--- config.mk ---
export PLATFORM = sky130hd
export DESIGN_NAME = sine_freq_meter
export DESIGN_NICKNAME = d
export VERILOG_FILES = /design/src/rtl/sine_freq_meter.sv
export SDC_FILE = /design/constraint.sdc
export NUM_CORES = 1
export LEC_CHECK = 0
export ABC_AREA = 1
export CORE_MARGIN = 2
export CORE_UTILIZATION = 57
export DETAILED_ROUTE_END_ITERATION = 12
export PLACE_DENSITY_LB_ADDON = 0.08
export SLEW_MARGIN = 10
export SYNTH_ARGS = -nofsm -noshare
export SYNTH_HDL_FRONTEND = slang
export SYNTH_SLANG_ARGS = --single-unit
--- constraint.sdc ---
create_clock -name clk_100M -period 3.41 [get_ports clk_100M]
set_clock_uncertainty 0.1 [all_clocks]
set_input_delay 0.8525 -clock clk_100M [delete_from_list [all_inputs] [get_ports clk_100M]]
set_output_delay 0.8525 -clock clk_100M [all_outputs]
set_load 0.02 [all_outputs]
--- src/rtl/sine_freq_meter.sv ---
// sine_freq_meter: rising-midpoint-crossing frequency meter for 16-bit offset-binary samples.
// Over a gate of GATE_CYCLES clocks it reports whole periods (edge_cnt) and the clock span
// from the first to the last counted edge (cycle_cnt); f = edge_cnt * 100 MHz / cycle_cnt.
// Build option: define HYST_EN to use a +/-HYST band around the midpoint for crossing
// detection; without it the level is simply sample[15].
module sine_freq_meter #(
    parameter int unsigned GATE_CYCLES = 100_000_000,
    parameter logic [15:0] HYST        = 16'd512,
    parameter int unsigned CNT_W       = 32
) (
    input  logic             clk_100M,
    input  logic             rst_n,
    input  logic             start,
    input  logic [15:0]      sample,
    input  logic             sample_valid,
    output logic             busy,
    output logic             done,
    output logic [CNT_W-1:0] edge_cnt,
    output logic [CNT_W-1:0] cycle_cnt,
    output logic             no_signal
);

`ifdef HYST_EN
    localparam bit HYST_ON = 1'b1;
`else
    localparam bit HYST_ON = 1'b0;
`endif

    // With a zero band the two thresholds meet at the midpoint and the level is sample[15].
    localparam logic [16:0] MID   = 17'd32768;
    localparam logic [16:0] BAND  = HYST_ON ? {1'b0, HYST} : 17'd0;
    localparam logic [16:0] LO_TH = MID - BAND;
    localparam logic [16:0] HI_TH = MID + BAND;

    localparam logic [CNT_W-1:0] GATE_LAST = CNT_W'(GATE_CYCLES - 1);

    typedef enum logic [1:0] {
        S_IDLE,
        S_ARM,
        S_MEAS,
        S_DONE
    } state_t;

    logic [16:0]      samp_x;
    logic             lvl_known_q, lvl_known_d;
    logic             lvl_q, lvl_d;
    logic             edge_q, edge_d;

    state_t           state_q, state_d;
    logic [CNT_W-1:0] gate_q, gate_d;
    logic [CNT_W-1:0] timer_q, timer_d;
    logic [CNT_W-1:0] periods_q, periods_d;
    logic [CNT_W-1:0] last_t_q, last_t_d;
    logic [CNT_W-1:0] edge_cnt_q, edge_cnt_d;
    logic [CNT_W-1:0] cycle_cnt_q, cycle_cnt_d;
    logic             no_signal_q, no_signal_d;

    assign samp_x = {1'b0, sample};

    // Level tracker: qualifying samples set LOW/HIGH, in-band samples hold; LOW->HIGH is an edge.
    always_comb begin
        lvl_known_d = lvl_known_q;
        lvl_d       = lvl_q;
        edge_d      = 1'b0;
        if (sample_valid) begin
            if (samp_x < LO_TH) begin
                lvl_known_d = 1'b1;
                lvl_d       = 1'b0;
            end else if (samp_x >= HI_TH) begin
                lvl_known_d = 1'b1;
                lvl_d       = 1'b1;
                edge_d      = lvl_known_q && !lvl_q;
            end
        end
    end

    // Edge detector registers; the edge event appears one cycle after its sample.
    always_ff @(posedge clk_100M or negedge rst_n) begin
        if (!rst_n) begin
            lvl_known_q <= 1'b0;
            lvl_q       <= 1'b0;
            edge_q      <= 1'b0;
        end else begin
            lvl_known_q <= lvl_known_d;
            lvl_q       <= lvl_d;
            edge_q      <= edge_d;
        end
    end

    // Measurement FSM next state, counters and results; results load on the way into DONE.
    always_comb begin
        state_d     = state_q;
        gate_d      = gate_q;
        timer_d     = timer_q;
        periods_d   = periods_q;
        last_t_d    = last_t_q;
        edge_cnt_d  = edge_cnt_q;
        cycle_cnt_d = cycle_cnt_q;
        no_signal_d = no_signal_q;
        busy        = 1'b0;
        done        = 1'b0;
        unique case (state_q)
            S_IDLE: begin
                if (start) begin
                    state_d   = S_ARM;
                    gate_d    = '0;
                    timer_d   = '0;
                    periods_d = '0;
                    last_t_d  = '0;
                end
            end
            S_ARM: begin
                busy   = 1'b1;
                gate_d = gate_q + 1'b1;
                if (edge_q) begin
                    timer_d = '0;
                    state_d = S_MEAS;
                end
                if (gate_q == GATE_LAST) begin
                    state_d = S_DONE;
                end
            end
            S_MEAS: begin
                busy    = 1'b1;
                gate_d  = gate_q + 1'b1;
                timer_d = timer_q + 1'b1;
                if (edge_q) begin
                    periods_d = periods_q + 1'b1;
                    last_t_d  = timer_q + 1'b1;
                end
                if (gate_q == GATE_LAST) begin
                    state_d = S_DONE;
                end
            end
            S_DONE: begin
                done    = 1'b1;
                state_d = S_IDLE;
            end
            default: state_d = S_IDLE;
        endcase

        // Loading on the transition makes results valid in the done cycle and counts an
        // edge coinciding with gate expiry.
        if (state_q != S_DONE && state_d == S_DONE) begin
            no_signal_d = (periods_d == '0);
            edge_cnt_d  = (periods_d == '0) ? '0 : periods_d;
            cycle_cnt_d = (periods_d == '0) ? '0 : last_t_d;
        end
    end

    // FSM state and counter registers.
    always_ff @(posedge clk_100M or negedge rst_n) begin
        if (!rst_n) begin
            state_q     <= S_IDLE;
            gate_q      <= '0;
            timer_q     <= '0;
            periods_q   <= '0;
            last_t_q    <= '0;
            edge_cnt_q  <= '0;
            cycle_cnt_q <= '0;
            no_signal_q <= 1'b0;
        end else begin
            state_q     <= state_d;
            gate_q      <= gate_d;
            timer_q     <= timer_d;
            periods_q   <= periods_d;
            last_t_q    <= last_t_d;
            edge_cnt_q  <= edge_cnt_d;
            cycle_cnt_q <= cycle_cnt_d;
            no_signal_q <= no_signal_d;
        end
    end

    assign edge_cnt  = edge_cnt_q;
    assign cycle_cnt = cycle_cnt_q;
    assign no_signal = no_signal_q;

endmodule

### Yosys cells after proc, flatten, opt, wreduce, memory -nomap -nowiden

Index checks and enable logic that the tools add are counted.

| storage, ports and cells | value |
|---|---|
| memories | 0 |
| bits in latches | 0 |
| output and inout bits | 67 |
| RAM bits | 0 |
| memory bits (read-only) | 0 |
| register bits after elaboration | 198 |

| operators by class | value |
|---|---|
| $mul | 0 |
| divide/modulo/power cells | 0 |
| $add $sub $neg | 3 |
| eq/ne operators | 8 |
| muxes and demuxes | 25 |
| bitwise operators | 0 |
| $lt $le $gt $ge | 2 |
| reduce and logical (&&, ||, !) cells | 12 |
| shift operators | 0 |

Operators with widths:

| operator | number |
|---|---|
| $mux 32 | 8 |
| $pmux 32 s2 | 3 |
| $add 32x1->32 const B | 3 |
| $pmux 32 s3 | 1 |
| $eq 32x27->1 const B | 1 |
| $logic_not 32->1 | 1 |
| $ge 16x16->1 const B | 1 |
| $lt 16x16->1 const B | 1 |
| $mux 1 | 8 |
| $mux 2 | 4 |
| $pmux 2 s4 | 1 |
| $eq 2x2->1 const B | 3 |
| $ne 2x2->1 const B | 3 |
| $reduce_and 2->1 | 2 |
| $reduce_bool 2->1 | 2 |
| $reduce_and 3->1 | 1 |
| $reduce_bool 3->1 | 1 |
| $eq 2x1->1 const B | 1 |
| $logic_and 1x1->1 | 2 |
| $logic_not 2->1 | 1 |
| $reduce_or 2->1 | 1 |
| $logic_not 1->1 | 1 |

### Longest topological paths before layout

| logic depth | value |
|---|---|
| word-level depth | 5 |
| gate-level depth with buffers | 19 |
| gate-level depth less buffers | 17 |

### Worst setup path after synthesis

No wires, ideal clock.

| timing | value |
|---|---|
| path type | in2reg |
| start point | in start |
| end point | reg gate_q[24] |
| data arrival time | 2.279 ns |
| slack | 0.914 ns |
| stages on the path | 13 |
| setup time | 0.117 ns |
| buffers on the path | 0 |
| cells stage by stage | inv_1 > nand2_4 > o21ai_2 > nor2_4 > nand2_1 > nor3_2 > nand3_1 > nor3_4 > nand2_2 > inv_2 > nand3b_1 > nor2_1 > nor2_1 |

| on the way | value |
|---|---|
| word-level cells in the longest chain between the ends | 2 |

Ends and longest elaborated chain:

| what | line | source |
|---|---|---|
| start: declaration | 13 | `input logic start,` |
| $ne 2x2->1 (no source line) | -- |  |
| $reduce_and 2->1 (no source line) | -- |  |
| end signal: assignment | 164 | `gate_q <= gate_d;` |
| end: declaration | 50 | `logic [CNT_W-1:0] gate_q, gate_d;` |

Every way passes these cells.
A chain may end at the register's enable or synchronous reset.

### Worst setup path in the final report

| timing | value |
|---|---|
| start point | reg state_q[0] |
| end point | reg cycle_cnt_q[23], in the netlist cycle_cnt[23] |

| on the way | value |
|---|---|
| elaborated cells between the ends (all ways) | 16 |
| classes of those cells | eq/ne (5); mux (8); reduce/logical (3) |

RTL lines:

| what | line | source |
|---|---|---|
| start: declaration | 49 | `state_t state_q, state_d;` |
| start signal: assignment | 163 | `state_q <= state_d;` |
| $eq 2x2->1 or $logic_not 2->1 (tied branches) | 102 | `unique case (state_q)` |
| $pmux 32 s2 (*) | 102 |  |
| named net periods_d[1] | 52 | `logic [CNT_W-1:0] periods_q, periods_d;` |
| $logic_not 32->1 (*) | 147 | `cycle_cnt_d = (periods_d == '0) ? '0 : last_t_d;` |
| $mux 32 (*) | 147 |  |
| end signal: assignment | 169 | `cycle_cnt_q <= cycle_cnt_d;` |
| end: declaration | 55 | `logic [CNT_W-1:0] cycle_cnt_q, cycle_cnt_d;` |

Mark *: on every way through the listed nets, which the timed path passes. The rest lies on a longest branch.

==> flow_summary.yaml <==
worst_setup_path:
  cp_slowest_cell: "dfrtp_1"
  cp-start-kind: "register"
  worstSetupPathType: "reg -> reg"
  critPathTopFamily: "simple AND/OR/NAND/NOR gates"
  critPathRequiredTime_ps: 3650
  crit_chain: "inv_1, ha_1, nor2_4, inv_2, nand2_2, nand2_1, nand2_1, inv_1, nand2_1, nor2_1, nand3_1, nor2_1, nand4_1, nor2_4, nand2_2, nand2_1, nand2_1"
  cp_max_fo: 16
  path_common_cell: "nand2_1"
  path_buf_inv: 3
  crit_arrival_ps: 3360
  end_kind: "register"
  critical-path-max-stage-delay_ps: 440
pwr:
  pwr-share-comb: 0.390
  p_seq_frac: 0.347
  total_power_mw: 8.12
  peakVddDrop_mv: 0.620
  intPower_mw: 4.78
  p_leak_nw: 5.82
  p_sw_mw: 3.34
  p_per_area_nw_per_um2: 662
  switching_share: 0.412
  power_frac_clock: 0.263
timing:
  relSlewSlack: 0.484
  setup_slack_ps: 286
  fin_crit_sh: 0.916
  maxSlewViolCount: 0
  tns_ps: 0
  grt_setup_unrepaired: "false"
  layout_min_cycle_time_ps: 3120
  setup_viol: 0
  fmaxAchievable_mhz: 320
  worstMarginPinSlew_ps: 773
  whs_ps: 364
  hold_viol: 0
placed_design:
  place_area_um2: 11600
  place_congestion: 0.926
  portBuffers: 71
  placedCellCount: 1717
  pre_cts_ws_ps: -13.5
  dp_hpwl_mm: 18.0
route:
  drtIter0Drc: 773
  via_per_inst: 5.31
  dr.pass1.iters: 5
  num_vias: 9294
  wl_per_cell_um: 14.4
  antenna_left: 0
  wl_mm: 25.1
  drc: 0
synth:
  synth.distinct_cells: 42
  ys_ff_latch: 198
  synth_fp_nets: 1449
  yosysSeqAreaShare: 0.472
  synth_area_per_cell_um2: 7.38
  ys_async_sr_fraction: 1.00
  yosys_warnings: 0
  synth_cells: 1422
  synth_edf_count: 0
  synth_flop_cell: "dfrtp_1"
  netlist_area_um2: 10500
final_layout:
  utilization: 0.680
  design_area_um2: 12300
  area_growth_pct: 16.8
  layout-drive-gt1-share: 0.0770
  nets: 1534
  fin_cells: 1749
  diodes: 0
  n_fill_cell: 1552
clock_network:
  post-cts-setup-buffer-count: 0
  h-tree-depth: 4
  clk_path_buf_depth: 2
  root_buffer: "clkbuf_16"
  cts_hold_repair.buffers: 0
  post_cts_resized: 0
  clock_latency_ps: 450
  path_clk_slew_ps: 80
  cts.sink_count: 198
  cts_tree: "yes"
  numCtsBuffers: 17
job:
  cap_viol_max_count: 0
status:
  status: "completed"
die:
  fp.coreArea_um2: 18000
  fp.dieArea_um2: 19500
  ioPinCount: 87
  die-height_um: 140
  rows: 49
  start_util: 0.583
  die_x_um: 140
grt:
  grt_usage: 0.268
  first_global_vias: 8923
  grt_max_degree: 86
  grt_overflow: 0
  grt_antenna_before_repair: 1
  grt_pass1_wl_mm: 42.8
hold_path:
  hp-class: "in -> async"
==> metal layers <==
metal	GRT usage	part of all wire	wire, um
met2	0.421	0.45	11300
met1	0.387	0.48	12100
met4	0.0811	0.020	501
met3	0.0409	0.050	1250
met5	0	0	0
==> cell type report <==
cell class / count / area (um^2) / area share
well taps: 229 / 287 / 0.0234
clock buffers: 17 / 425 / 0.0347
multi-input cells: 989 / 4630 / 0.378
repair buffers: 101 / 1000 / 0.0817
flip-flops and latches: 198 / 4950 / 0.404
inverters: 200 / 751 / 0.0612
clock inverters: 15 / 211 / 0.0172
==> kinds of logic after synthesis <==
logic type / count (synthesis) / share of synthesized area
xor+xnor: 21 / 0.0175
compound gates: 153 / 0.0814
buf+inv: 235 / 0.0883
flops: 198 / 0.472
simple gates: 808 / 0.333
fa+ha+maj: 7 / 0.00834
==> power by group through the flow <==
| stage | clock network, mW | registers (mW) | logic (mW) |
|---|---|---|---|
| after floorplan | 0 | 3.07 | 1.69 |
| after global placement | 0 | 2.85 | 3.13 |
| after detailed placement | 0 | 2.86 | 3.16 |
| after global routing | 2.27 | 2.85 | 3.49 |
| after CTS | 2.17 | 2.82 | 3.17 |
| final | 2.14 | 2.82 | 3.16 |
==> state kept, by name, indices dropped and copies added (netlist names) <==
| name | count |
|---|---|
| cycle_cnt | 32 |
| edge_cnt | 32 |
| edge_q | 1 |
| gate_q | 32 |
| last_t_q | 32 |
| lvl_known_q | 1 |
| lvl_q | 1 |
| no_signal | 1 |
| periods_q | 32 |
| state_q | 2 |
| timer_q | 32 |
==> path summary, 6_finish.rpt <==
kind,start,end,slack (ps),cells past startpoint
max,state_q[0]$_DFF_PN0_,cycle_cnt[23]$_DFFE_PN0P_,290,17
min,rst_n,edge_cnt[12]$_DFFE_PN0P_,360,1
max reg2reg,state_q[0]$_DFF_PN0_,cycle_cnt[23]$_DFFE_PN0P_,290,17
min reg2reg,lvl_known_q$_DFFE_PN0P_,lvl_known_q$_DFFE_PN0P_,370,1
max in group asynchronous,rst_n,edge_cnt[7]$_DFFE_PN0P_,2110,2
min in group clk_100M,lvl_known_q$_DFFE_PN0P_,lvl_known_q$_DFFE_PN0P_,370,1
==> synth_stat cells (3+ instances only) <==
master / n / share of area
nor2_2: 5 / 0.0030
nand4_1: 31 / 0.018
o31ai_1: 8 / 0.0057
xor2_1: 18 / 0.015
nand2_1: 466 / 0.17
nor2_1: 125 / 0.045
nor2_4: 10 / 0.011
o21ai_1: 17 / 0.0081
nand3_1: 102 / 0.049
nand2_2: 7 / 0.0042
buf_6: 3 / 0.0032
buf_2: 15 / 0.0071
o22ai_1: 13 / 0.0077
o21ai_0: 84 / 0.040
inv_1: 180 / 0.064
or2_2: 5 / 0.0030
a32o_1: 3 / 0.0029
clkbuf_1: 14 / 0.0050
o21bai_1: 5 / 0.0036
nor3_1: 33 / 0.016
a21oi_1: 15 / 0.0071
nor4_1: 16 / 0.0095
inv_2: 18 / 0.0064
xnor2_1: 3 / 0.0025
dfrtp_1: 198 / 0.47
ha_1: 7 / 0.0083
==> layout by cell type, fill, tap and decap left out, types with 18 or more instances in the layout <==
cell type        instances
nand2_1                466
dfrtp_1                198
inv_1                  180
nor2_1                 125
nand3_1                101
o21ai_0                 84
clkdlybuf4s50_1         70
nor3_1                  33
nand4_1                 31
buf_4                   25
xor2_1                  18
inv_2                   18
Note: power is estimated with default switching activity, not from simulation.
==> edit 1, RTL diff (config.mk and constraints unchanged) <==
The option `HYST_EN` is turned on by a define.
--- a/src/rtl/sine_freq_meter.sv
+++ b/src/rtl/sine_freq_meter.sv
@@ -4,4 +4,6 @@
 // Build option: define HYST_EN to use a +/-HYST band around the midpoint for crossing
 // detection; without it the level is simply sample[15].
+`define HYST_EN
+
 module sine_freq_meter #(
     parameter int unsigned GATE_CYCLES = 100_000_000,
Formal check against the unedited RTL: no difference found for any inputs over 10 cycles, from zero or initial values and one cycle with rst_n low; that may be too few to reach the edited logic, so the function may still have changed.
==> edit 1 against the original RTL <==
Sequential power up 2%. Power about the same. Die area is 1.0% lower. Cell count shrank 2.3%. Sequential cell count did not move. Synthesized area is 1.0% lower. Combinational power is 2% lower. Core utilization shrank 0.37 points. Design area fell by 1.2%. Routed wire length decreased by 1.2%. Worst setup slack better by 0.14 ns.
==> edit 1: results (changes against the original RTL) <==
Clock network
  • PostCTS Resize Cnt: 0 (unchanged)
  • Worst skew pair latency: 0.44 ns
  • Buffer count from post-CTS setup fixing: 0 (unchanged)

Outcome
  • Status: completed (unchanged)

Critical path
  • Reg2reg end: cycle_cnt[2] (was cycle_cnt[23])
  • R2R setup slack: 0.48 ns (was 0.29 ns)
  • Slowest cell on crit path: clkdlybuf4s50_1 (was dfrtp_1)
  • Max stage delay on crit path: 0.65 ns (was 0.44 ns)
  • Cells on worst reg2reg path: 15 (was 17)
  • Worst-path fanout max: 6 (was 16)
  • CP endpoint: busy (was cycle_cnt[23])
  • CP Data Arrival Time: 2.03 ns (was 3.36 ns)
  • Cell family with most CP delay: buffers and inverters (was simple AND/OR/NAND/NOR gates)
  • CP Capture Type: output pin (was register)

Yosys
  • Yosys cell types: 43 (was 42)
  • Sequential share of the synthesized area: 0.477 (was 0.472)
  • Yosys Warn Count: 0 (unchanged)
  • Synth top area cells: dfrtp_1 (48%), nand2_1 (16%), inv_1 (6.0%) (was dfrtp_1 (47%), nand2_1 (17%), inv_1 (6.4%))
  • Syn Nets: 1412 (was 1449)
  • Synth top cells by count: nand2_1 (450), dfrtp_1 (198), inv_1 (167) (was nand2_1 (466), dfrtp_1 (198), inv_1 (180))

Pwr
  • Leak: 5.71 nW (was 5.82 nW)
  • Worst VDD drop: 452 uV (was 620 uV)

Place
  • Placement-stage cell area: 11500 um^2 (was 11600 um^2)
  • IO Port Bufs: 77 (was 71)
  • Final HPWL DP: 17.8 mm (was 18.0 mm)
  • Gp weighted congestion: 0.956 (was 0.926)

Route
  • Routed len/inst: 14.5 um (was 14.4 um)
  • DRT Pass-1 Iters: 5 (unchanged)
  • Via count: 9109 (was 9294)
  • DRT iter0 DRCs: 615 (was 773)

Worst hold path
  • Min-delay worst type: in -> async (unchanged)

Timing
  • Slew @ Worst Pin: 0.768 ns (was 0.773 ns)

Final layout
  • Fin nets: 1493 (was 1534)
  • Share of layout cells above drive strength 1: 0.0872 (was 0.0770)

Global routing
  • Global-route wire length before repair: 41.4 mm (was 42.8 mm)
  • Vias in the first global route: 8573 (was 8923)
  • Total GRT Usage: 0.261 (was 0.268)
  • Largest net degree at the start of global routing: 66 (was 86)
  • Initial antenna violation count: 0 (was 1)
[edit 1: layout make-up]
cell class | count | area [um^2]
Timing Repair Buffer | 98 | 982
Clock inverter | 12 | 165
Tap cell | 229 | 287
Multi-Input combinational cell | 960 | 4550
Sequential cell | 198 | 4950
Inverter | 191 | 717
Clock buffer | 20 | 457
Fill cell | 1495 | 5790
[edit 1: worst min path at each step]
stage | from | to | slack (ns)
4_1_cts | rst_n | gate_q[29] | 0.25
3_5_place_dp | lvl_known_q | lvl_known_q | 0.34
3_3_place_gp | lvl_q | edge_q | 0.33
5_1_grt | rst_n | gate_q[29] | 0.25
6_report | rst_n | gate_q[29] | 0.24
2_1_floorplan | lvl_q | edge_q | 0.31
[edit 1: logic make-up after synthesis]
logic type / share of synthesized area
xor+xnor: 0.0169
buf+inv: 0.0852
compound gates: 0.0886
simple gates: 0.324
fa+ha+maj: 0.00843
flops: 0.477
[edit 1: per-stage QoR]
| stage | power [mW] | std cells | setup slack, ns |
|---|---|---|---|
| floorplan | 4.83 | 1385 | 0.885 |
| global placement | 5.97 | 1676 | 0.0812 |
| detailed placement | 6.01 | 1676 | 0.0845 |
| CTS | 8.15 | 1708 | 0.405 |
| global route | 8.56 | 1708 | 0.153 |
| finish | 8.11 | 1708 | 0.428 |
[edit 1: power breakdown]
part | switching [mW] | leakage, nW | total, mW | internal (mW)
clock network | 0.930 | 0.294 | 2.14 | 1.21
registers | 0.223 | 2.74 | 2.87 | 2.65
logic | 2.08 | 2.68 | 3.11 | 1.03
[edit 1: metal layers]
metal / GRT usage / share of wire / up-vias
li1: - / - / 4570
met1: 0.343 / 0.45 / 4317
met2: 0.446 / 0.49 / 182
met3: 0.0363 / 0.035 / 40
met4: 0.0909 / 0.023 / 0
met5: 0 / 0 / -
[edit 1: worst register-to-register path, delay by kind of cell, from the launching register on]
family | cells | cell delay, ns
buffers and inverters | 3 | 0.36
flip-flops | 1 | 0.43
adder cells (fa/ha/maj) | 1 | 0.35
AND/OR/NAND/NOR | 9 | 1.21
AO/OA/AOI/OAI | 2 | 0.39
==> edit 2, RTL diff (same flow settings) <==
Made on the original files. Make the reset (`rst_n`) synchronous in 2 clocked blocks.
--- a/src/rtl/sine_freq_meter.sv
+++ b/src/rtl/sine_freq_meter.sv
@@ -76,5 +76,5 @@
 
     // Edge detector registers; the edge event appears one cycle after its sample.
-    always_ff @(posedge clk_100M or negedge rst_n) begin
+    always_ff @(posedge clk_100M) begin
         if (!rst_n) begin
             lvl_known_q <= 1'b0;
@@ -150,5 +150,5 @@
 
     // FSM state and counter registers.
-    always_ff @(posedge clk_100M or negedge rst_n) begin
+    always_ff @(posedge clk_100M) begin
         if (!rst_n) begin
             state_q     <= S_IDLE;
Function: differs if rst_n is asserted again (counterexample within 4 cycles, from zero or initial values and one cycle with rst_n low); with rst_n held inactive, the same outputs for 10 cycles.
==> edit 2 against the original RTL <==
Via count up 2.4%. Routed wire length hardly changed. Critical path depth down 2. Design area shrank 5.4%. Power shrank 24%. Worst setup slack better by 0.17 ns. Sequential cell count stayed put. Non-clock buffer count rose by 6. Synthesized area fell by 5.9%.
==> edit 2: results (changes against the original RTL) <==
Outcome
  • Status: completed (unchanged)

Yosys
  • Mapped Cells: 1468 (was 1422)
  • Most used DFF post-synth: dfxtp_1 (was dfrtp_1)
  • Yosys Warn Count: 0 (unchanged)
  • Synth top cells by count: nand2_1 (397), dfxtp_1 (198), nor2_1 (179) (was nand2_1 (466), dfrtp_1 (198), inv_1 (180))
  • Async SR Flop Fraction: 0 (was 1.00)
  • Adder and majority gate portion of the synthesized area: 0.00886 (was 0.00834)
  • Yosys cell types: 50 (was 42)
  • Post-Synth XOR/XNOR Area: 0.0160 (was 0.0175)
  • Sequential share of the synthesized area: 0.401 (was 0.472)
  • Compound-gate portion of the synthesized area: 0.120 (was 0.0814)
  • Synthesis-stage register bit count: 198 (unchanged)
  • Synth top area cells: dfxtp_1 (40%), nand2_1 (15%), nor2_1 (6.8%) (was dfrtp_1 (47%), nand2_1 (17%), inv_1 (6.4%))

Pwr
  • PwrDens: 532 nW/um^2 (was 662 nW/um^2)
  • Leak: 4.40 nW (was 5.82 nW)
  • Switching power: 2.18 mW (was 3.34 mW)
  • Reg power frac: 0.385 (was 0.347)
  • Combinational share of power: 0.264 (was 0.390)
  • Worst VDD drop: 601 uV (was 620 uV)

Route
  • Via count: 9519 (was 9294)
  • Routed len/inst: 14.1 um (was 14.4 um)
  • Vias per cell: 5.36 (was 5.31)

Critical path
  • Reg2reg end: cycle_cnt[24] (was cycle_cnt[23])
  • CP Data Arrival Time: 3.15 ns (was 3.36 ns)
  • Worst-path fanout max: 38 (was 16)
  • R2R setup slack: 0.59 ns (was 0.29 ns)
  • Setup crit start: start (was state_q[0])
  • Cells on worst reg2reg path: 15 (was 17)
  • CP endpoint: cycle_cnt[21] (was cycle_cnt[23])
  • Worst r2r src: timer_q[0] (was state_q[0])

Final layout
  • Fin nets: 1565 (was 1534)
  • Share of layout cells above drive strength 1: 0.0890 (was 0.0770)
  • Area Growth Syn to Fin: 17.3% (was 16.8%)
  • Clk tree area frac: 0.0546 (was 0.0519)
  • Register area: 3960 um^2 (was 4950 um^2)
  • Multi-input gates: 1046 (was 989)
  • Multi-input combinational area share: 0.435 (was 0.378)
  • Non-clock buffer count: 107 (was 101)
  • Fill count: 1520 (was 1552)
  • Non-clock buffer share: 0.0900 (was 0.0817)
  • Inverters: 168 (was 200)

Global routing
  • Vias in the first global route: 8384 (was 8923)
  • Total GRT Usage: 0.279 (was 0.268)
  • Initial antenna violation count: 0 (was 1)
  • Global-route wire length before repair: 41.3 mm (was 42.8 mm)
  • Largest net degree at the start of global routing: 64 (was 86)

Die
  • Core area: 17100 um^2 (was 18000 um^2)

Timing
  • Hold_ws: 0.332 ns (was 0.364 ns)
  • Relative slew slack: 0.565 (was 0.484)
  • Fin crit share: 0.867 (was 0.916)

Place
  • Final HPWL DP: 17.7 mm (was 18.0 mm)
  • Worst slack, placed: 0.0201 ns (was -0.0135 ns)
  • Placement-stage cell area: 11000 um^2 (was 11600 um^2)
  • Dpl cells: 1744 (was 1717)
  • Gp weighted congestion: 0.956 (was 0.926)

Worst hold path
  • Min-delay worst type: reg -> reg (was in -> async)
[edit 2: changes by cell type after synthesis, moves of 9 or more]
cell	unedited run	this run
o21ai_1	17	7
o21ai_0	84	35
nand2_2	7	19
nand2_1	466	397
nor2_1	125	179
dfrtp_1	198	0
a21oi_1	15	124
dfxtp_1	0	198
inv_1	180	156
clkbuf_1	14	39
o22ai_1	13	1
inv_2	18	9
[edit 2: worst max-delay path: stages]
cell             delay, ns
clkdlybuf4s50_1       0.54
inv_1                 0.05
nand2_1               0.13
nand2_2               0.13
inv_4                 0.14
o21ai_0               0.10
a21oi_1               0.17
nand2_1               0.07
nor2_1                0.15
nand4_1               0.12
nor2_1                0.19
nand3_2               0.12
buf_12                0.22
nand2_2               0.08
a21oi_1               0.07
[edit 2: routing by layer]
layer,vias to the layer above,GRT usage,wire length (um)
li1,4861,-,-
met1,4388,0.420,12700
met2,247,0.417,10800
met3,23,0.0453,1330
met4,0,0.0683,278
met5,-,0,0
